### src/rtl/cpu_pkg.sv
// Shared types and constants for the program-counter stage.
package cpu_pkg;

    localparam int WORD_W = 16;

    typedef logic [WORD_W-1:0] word_t;

    localparam word_t RESET_VECTOR_DEFAULT = 16'h0000;

    // Fetch state: RUN fetches normally, HALT freezes PC and RAS.
    typedef enum logic {
        RUN  = 1'b0,
        HALT = 1'b1
    } pc_state_e;

endpackage

### src/rtl/ras_stack.sv
// Return-address stack: circular buffer with a top pointer and a separate
// saturating count. Overflow overwrites the oldest entry; underflow leaves
// the stack untouched. Both raise a sticky error flag cleared only by rst.
module ras_stack
    import cpu_pkg::*;
#(
    parameter int DEPTH = 4
) (
    input  logic                     clk,
    input  logic                     rst,
    input  logic                     push_i,
    input  logic                     pop_i,
    input  word_t                    push_data_i,
    output word_t                    top_o,
    output logic [$clog2(DEPTH):0]   count_o,
    output logic                     empty_o,
    output logic                     err_o
);

    localparam int PTR_W = $clog2(DEPTH);
    localparam int CNT_W = PTR_W + 1;

    // ptr_q is the next free slot; the top entry sits at ptr_q - 1.
    word_t              mem_q [DEPTH];
    logic [PTR_W-1:0]   ptr_q;
    logic [CNT_W-1:0]   count_q;
    logic               err_q;

    logic               full;

    assign full    = (count_q == CNT_W'(DEPTH));
    assign empty_o = (count_q == '0);
    assign top_o   = mem_q[ptr_q - PTR_W'(1)];
    assign count_o = count_q;
    assign err_o   = err_q;

    // Entry storage: written on a push, a simultaneous pop takes precedence.
    // NOTE: the storage array has no reset; its contents only matter once count_q says they are valid.
    always_ff @(posedge clk) begin
        if (push_i && !pop_i) begin
            mem_q[ptr_q] <= push_data_i;
        end
    end

    // Pointer, count and sticky error bookkeeping.
    // NOTE: all state here uses non-blocking assignment so every register sees pre-edge values.
    always_ff @(posedge clk or posedge rst) begin
        if (rst) begin
            ptr_q   <= '0;
            count_q <= '0;
            err_q   <= 1'b0;
        end else if (pop_i) begin
            if (empty_o) begin
                err_q <= 1'b1;
            end else begin
                ptr_q   <= ptr_q - PTR_W'(1);
                count_q <= count_q - CNT_W'(1);
            end
        end else if (push_i) begin
            ptr_q <= ptr_q + PTR_W'(1);
            if (full) begin
                err_q <= 1'b1;
            end else begin
                count_q <= count_q + CNT_W'(1);
            end
        end
    end

endmodule

### src/rtl/pc_unit.sv
// Program-counter stage: next-PC selection (sequential + branch offset,
// absolute jump, call/return via the RAS) and the RUN/HALT fetch FSM.
module pc_unit
    import cpu_pkg::*;
#(
    parameter word_t RESET_VECTOR = RESET_VECTOR_DEFAULT,
    parameter int    RAS_DEPTH    = 4
) (
    input  logic                        clk,
    input  logic                        rst,
    input  logic                        Stall,
    input  logic [WORD_W-1:0]           Branch_Offset,
    input  logic                        Jump_En,
    input  logic [WORD_W-1:0]           Jump_Target,
    input  logic                        Call_En,
    input  logic                        Ret_En,
    input  logic                        Halt_En,
    input  logic                        Resume,
    output logic [WORD_W-1:0]           PC_Out,
    output logic [WORD_W-1:0]           PC_Plus1,
    output logic                        Halted,
    output logic [$clog2(RAS_DEPTH):0]  RAS_Count,
    output logic                        RAS_Err
);

    pc_state_e  state_q, state_d;
    word_t      pc_q, pc_d;
    word_t      pc_plus1;

    logic       ras_push;
    logic       ras_pop;
    word_t      ras_top;
    logic       ras_empty;

    assign pc_plus1 = pc_q + 16'd1;
    assign PC_Out   = pc_q;
    assign PC_Plus1 = pc_plus1;

    ras_stack #(
        .DEPTH       (RAS_DEPTH)
    ) u_ras (
        .clk         (clk),
        .rst         (rst),
        .push_i      (ras_push),
        .pop_i       (ras_pop),
        .push_data_i (pc_plus1),
        .top_o       (ras_top),
        .count_o     (RAS_Count),
        .empty_o     (ras_empty),
        .err_o       (RAS_Err)
    );

    // State register for the fetch FSM.
    always_ff @(posedge clk or posedge rst) begin
        if (rst) begin
            state_q <= RUN;
        end else begin
            state_q <= state_d;
        end
    end

    // Next-state logic: halt from RUN, resume from HALT, both blocked by Stall.
    // NOTE: every combinational output gets a default first so no path can infer a latch.
    always_comb begin
        state_d = state_q;
        if (!Stall) begin
            case (state_q)
                RUN:     if (Halt_En) state_d = HALT;
                HALT:    if (Resume)  state_d = RUN;
                default: state_d = RUN;
            endcase
        end
    end

    // FSM outputs.
    always_comb begin
        Halted = (state_q == HALT);
    end

    // Next-PC selection and RAS push/pop requests, highest priority first.
    always_comb begin
        pc_d     = pc_q;
        ras_push = 1'b0;
        ras_pop  = 1'b0;
        if (!Stall && state_q == RUN) begin
            if (Halt_En) begin
                pc_d = pc_plus1;
            end else if (Ret_En) begin
                ras_pop = 1'b1;
                pc_d    = ras_empty ? RESET_VECTOR : ras_top;
            end else if (Call_En) begin
                ras_push = 1'b1;
                pc_d     = Jump_Target;
            end else if (Jump_En) begin
                pc_d = Jump_Target;
            end else begin
                pc_d = pc_plus1 + Branch_Offset;
            end
        end
    end

    // PC register; holds via pc_d when stalled or halted.
    always_ff @(posedge clk or posedge rst) begin
        if (rst) begin
            pc_q <= RESET_VECTOR;
        end else begin
            pc_q <= pc_d;
        end
    end

endmodule
### config.mk
export PLATFORM = sky130hd
export DESIGN_NAME = pc_unit
export DESIGN_NICKNAME = d
export VERILOG_FILES = /design/src/rtl/cpu_pkg.sv /design/src/rtl/ras_stack.sv /design/src/rtl/pc_unit.sv
export SDC_FILE = /design/constraint.sdc
export NUM_CORES = 1
export LEC_CHECK = 0
export BUFFER_PORTS_ARGS = -buffer_cell sky130_fd_sc_hd__buf_2
export CORE_UTILIZATION = 57
export CTS_CLUSTER_DIAMETER = 200
export DETAILED_ROUTE_END_ITERATION = 8
export HOLD_SLACK_MARGIN = 0.03
export PLACE_DENSITY = 0.8
export SLEW_MARGIN = 25
export SYNTH_ARGS = -nofsm -noshare
export SYNTH_HDL_FRONTEND = slang
export SYNTH_SLANG_ARGS = --single-unit
### constraint.sdc
create_clock -name clk -period 3.8 [get_ports clk]
set_clock_uncertainty 0.2 [all_clocks]
set_input_delay 1.14 -clock clk [delete_from_list [all_inputs] [get_ports clk]]
set_output_delay 1.14 -clock clk [all_outputs]
set_load 0.01 [all_outputs]
**Yosys cells after proc, flatten, opt, wreduce, memory -nomap -nowiden**

Memories as Yosys holds them, arrays and structs flattened.
Index checks and enable logic that the tools add are counted.

- Memories: 1
- RAM bits: 64
- Input port bits: 40
- Register bits: 23

Memory list:

| name | words | width | rd ports | clocked after Yosys merged registers in | write ports | line | RTL |
|---|---|---|---|---|---|---|---|
| u_ras.mem_q | 4 | 16 | 1 | 0 | 1 | ras_stack.sv:24 | `word_t mem_q [DEPTH];` |

- Bitwise logic cells: 1
- Mux-type cells: 28
- Add/subtract/negate cells: 6
- Equal/unequal tests: 4
- Reductions and logical operators: 10

Operator list:

| operator | number |
|---|---|
| 16-bit 2-to-1 mux | 5 |
| 16-bit by 1-bit adder with 16-bit output (second input constant) | 1 |
| 16-bit adder | 1 |
| 1-bit 2-to-1 mux | 15 |
| 3-bit 2-to-1 mux | 4 |
| 2-bit 2-to-1 mux | 3 |
| 3-bit AND reduction | 2 |
| 2-bit != test (second input constant) | 2 |
| 2-bit nonzero test | 2 |
| 3-bit by 1-bit adder with 3-bit output (second input constant) | 1 |
| 3-bit equality test (second input constant) | 1 |
| 3-bit logical NOT | 1 |
| 3-bit by 1-bit subtractor with 3-bit output (second input constant) | 1 |
| 2-bit by 1-bit adder with 2-bit output (second input constant) | 1 |
| 1-bit logical AND | 2 |
| 1-bit logical NOT | 2 |
| 2-bit by 1-bit != test with 1-bit output (second input constant) | 1 |
| 1-bit case mux with 2 select lines | 1 |
| 2-bit AND reduction | 1 |
| 2-bit by 1-bit subtractor with 2-bit output (second input constant) | 1 |
| 1-bit NOT | 1 |

**Depth between registers and ports, before layout**

- Depth in word-level cells: 7
- Gate-level depth with buffers: 13

**By module**

Synthesis repeated with hierarchy kept, for this count alone.

- Cells, all modules: 428
- Area total of the unflattened synthesis: 4,994.8 um^2

By module, submodules not included:

| module | sequential area each (um^2) | times used | area an instance (um^2) | cells each |
|---|---|---|---|---|
| ras_stack | 2,072.0 | 1 | 2,786.4 | 131 |
| pc_unit | 425.4 | 1 | 2,208.4 | 297 |

**Least setup slack after synthesis**

OpenSTA, ideal clock, no wires.

- Path type: reg2reg
- Start point: reg pc_q[2] (netlist: PC_Out[2])
- End point: reg pc_q[14] (netlist: PC_Out[14])
- Setup time: 0.104 ns
- Setup slack: 0.519 ns
- Stages on the path, launching flop included: 13
- Arrival: 2.977 ns
- Required time: 3.496 ns
- Cells stage by stage: dfrtp_1 nand4_1 or2_2 clkbuf_1 nor2_1 xor2_1 ha_1 a21o_1 a31o_2 a21oi_2 and2_1 o21ai_0 a221oi_1

- Longest elaborated chain between the ends: 6

RTL lines:

| element | line | RTL |
|---|---|---|
| start: declaration | pc_unit.sv:27 | `word_t pc_q, pc_d;` |
| start signal: assignment | pc_unit.sv:107 | `pc_q <= pc_d;` |
| 16-bit by 1-bit adder with 16-bit output | pc_unit.sv:35 | `assign pc_plus1 = pc_q + 16'd1;` |
| via PC_Plus1[9] | pc_unit.sv:20 | `output logic [WORD_W-1:0] PC_Plus1,` |
| 16-bit adder | pc_unit.sv:97 | `pc_d = pc_plus1 + Branch_Offset;` |
| 16-bit 2-to-1 mux | pc_unit.sv:94 | `end else if (Jump_En) begin` |
| 16-bit 2-to-1 mux | pc_unit.sv:91 | `end else if (Call_En) begin` |
| 16-bit 2-to-1 mux | pc_unit.sv:88 | `end else if (Ret_En) begin` |
| 16-bit 2-to-1 mux | pc_unit.sv:86 | `if (Halt_En) begin` |

The timed path passes the listed nets, and every way through them passes these cells.
A chain may end at the register's enable or synchronous reset.

**Worst setup path in the final report**

- Start point: reg pc_q[0] (netlist: PC_Out[0])
- End point: out PC_Plus1[14]

- Longest elaborated chain between the ends: 1

RTL lines:

| element | line |
|---|---|
| 16-bit by 1-bit adder with 16-bit output | pc_unit.sv:35 |
| end: declaration | pc_unit.sv:20 |

Every way passes these cells.

==> flow_metrics.tcl <==
set metrics [dict create \
    worst_ep_arrival_time_ps 2340 \
    synth.most_common_cell "edfxtp_1" \
    cts_buffer_depth 2 \
    drcViolationCount 0 \
    yosysSeqAreaShare 0.5033 \
    post-place-ws_ps 275.1 \
    synth_ff_type "edfxtp_1" \
    gr-usage-all-layers 0.3008 \
    coreArea_um2 8341 \
    numCtsBuffers 9 \
    worstMarginPinSlew_ps 946.1 \
    final_hold_viol_count 0 \
    root_buffer "clkbuf_8" \
    setup_viol 0 \
    finalSetupTns_ps 0 \
    crit_start "PC_Out[0]" \
    status "complete, no violations" \
    die_area_um2 9083 \
    dr.pass1.iters 5 \
    viasPerCell 6.302 \
    cts.sinks 87 \
    synth_nets 499 \
    grt_max_degree 25 \
    grt_pass1_wl_mm 19.64 \
    port_buffers 76 \
    synth-simple-area-share 0.1077 \
    synth.distinct_cells 55 \
    r2r-end "PC_Out[14]" \
    ys_async_sr_fraction 0.2644 \
    hold_start "u_ras.err_o" \
    critPathCaptureType "primary output" \
    hold_class "register to register" \
    power_leakage_nw 2.301 \
    worst_slack_ps 124.5 \
    synthMuxAreaShare 0.08270 \
    drive_gt1_frac 0.2792 \
    antennaDiodeCount 0 \
    ff2ff_setup_slack_ps 280 \
    grt_setup_unrepaired "false" \
    postSynthCellCount 433 \
    synthAdderAreaFrac 0.06858 \
    irDropWorstVdd_uv 427.9 \
    synth_top_area_share 0.3873 \
    slew_violations 0 \
    start_util 0.5950 \
    dp_hpwl_mm 9.334 \
    max_slew_margin 0.3654 \
    cts.clk_slew.worst_paths_ps 90 \
    syn_to_final_growth_pct 16.87 \
    fp.dieH_um 95.31 \
    synth_top_family_by_area "compound AO/OA/AOI/OAI gates" \
    yosys_register_bits 87 \
    syn-cell-area_um2 4962 \
    yosys_warnings 0 \
    htree_levels 3 \
    antenna_left 0 \
    vias 4002 \
    finalCritPeriodShare 0.9672 \
    drt-initial-drc-count 309 \
    yosysTopAreaCell "edfxtp_1" \
    antenna_found_initial 0 \
    grt_pass1_vias 3779 \
    synth.area.top_cells "edfxtp_1 39%, dfrtp_1 12%, mux4_2 7.3%" \
    num-fill-cells 604 \
    fin_nets 591 \
    rr_worst_depth 11 \
    min_to "u_ras.err_o" \
    fmax_mhz 272.1 \
    synth_common_cells "64 x edfxtp_1, 43 x nand2_1, 40 x a21oi_1" \
    clk-insertion-delay-late_ps 360 \
    io_pins 77 \
    detail_route.wl_per_cell_um 20.86 \
    synth-xor-area-share 0.05043 \
    routabilityCongestion 1.010 \
    path_max_fanout 7 \
    die_x_um 95.31 \
    hold_depth 1 \
    cellPowerDensity_nw_per_um2 754.6 \
    required_ps 2460 \
    min_period_ps 3676 \
    rows 33 \
    max_cap_viol_count 0 \
    path_class "register to primary output" \
    synth_compound_area_frac 0.1589 \
    gr-total-overflow 0 \
    r2r-start "PC_Out[3]" \
    synth-edff-count 64 \
    routed_wl_mm 13.25 \
    start_kind "register" \
    syn_area_per_cell_um2 11.46 \
    cts_tree "yes" \
]
## metrics by stage
stage          hold slack [ps]  power (mW)    util  instances  instance area, um^2
6_report                 274.5       4.376  0.6953        635                 5799
3_5_place_dp             257.8       3.723  0.6656        615                 5552
5_1_grt                  311.2       4.628  0.6953        635                 5799
3_3_place_gp             257.0       3.662  0.6656        615                 5552
4_1_cts                  276.9       4.306  0.6875        631                 5734
2_1_floorplan            311.7       2.959       -        433                 4962
## layout make-up
class                      instances  area [um^2]  area share
sequential                        87         2499      0.4309
tap                              105        131.4     0.02265
inverter                          15        56.30    0.009709
clock inverter                     6        37.54    0.006472
timing repair buffer             100        573.1     0.09881
multi-input combinational        312         2375      0.4095
clock buffer                      10        127.6     0.02201
## power breakdown
part	switching [mW]	internal [mW]	total [mW]	leakage, nW
clock network	0.342	0.233	0.575	0.0696
logic	1.33	1.01	2.34	1.39
registers	0.197	1.26	1.46	0.844
total	1.87	2.50	4.38	2.30
## layout by cell type, fill, tap and decap left out, types with 7 or more instances in the layout
| cell | instances |
|---|---|
| a21oi_1 | 40 |
| o21ai_0 | 30 |
| nor2_1 | 22 |
| nand2_1 | 43 |
| mux4_2 | 16 |
| buf_2 | 76 |
| clkbuf_8 | 9 |
| xnor2_1 | 13 |
| a221oi_1 | 7 |
| dfrtp_1 | 22 |
| o22ai_1 | 9 |
| edfxtp_1 | 64 |
| buf_4 | 23 |
| inv_1 | 14 |
| ha_1 | 24 |
| xor2_1 | 8 |
| nand3_1 | 10 |
## worst max path at each step
stage | end | cells past startpoint
2_1_floorplan | PC_Out[14] | 12
3_3_place_gp | PC_Out[15] | 12
3_5_place_dp | PC_Out[14] | 11
4_1_cts | PC_Plus1[14] | 7
5_1_grt | PC_Plus1[9] | 5
6_report | PC_Plus1[14] | 7
## cell families after synthesis
group | after synthesis
buffers and inverters | 34
xor gates and xnor gates | 27
AOI/OAI and AO/OA | 126
and+or+nand+nor | 112
adders and majority gates | 26
muxes | 21
DFF | 87
## critical path, stage by stage, from the launching register on
cell and delay (ps):
dfrtp_1 460, ha_1 260, nand3_1 230, nor2_2 240, nand2_1 180, nor2_2 220
xor2_2 220, buf_2 170
## repair_timing
| item | in CTS | in global routing |
|---|---|---|
| hold buffers | 0 | 0 |
| resized for setup | 3 | 6 |
| buffers inserted | 0 | 4 |
| pin swaps | 0 | 2 |
| setup endpoints to repair | 2 | 8 |
## sequential cells by signal, summed over array words and instances (netlist names)
signal and cells:
Halted 1, u_ras.err_o 1, u_ras.mem_q 64, u_ras.ptr_q 2, u_ras.count_o 3, PC_Out 16
## routing by layer
| metal | share of wire | track usage |
|---|---|---|
| met3 | 0.077 | 0.05742 |
| met4 | 0.039 | 0.1604 |
| met5 | 0 | 0 |
| met2 | 0.48 | 0.4833 |
| met1 | 0.40 | 0.3858 |
(Power assumes the default switching activity.)
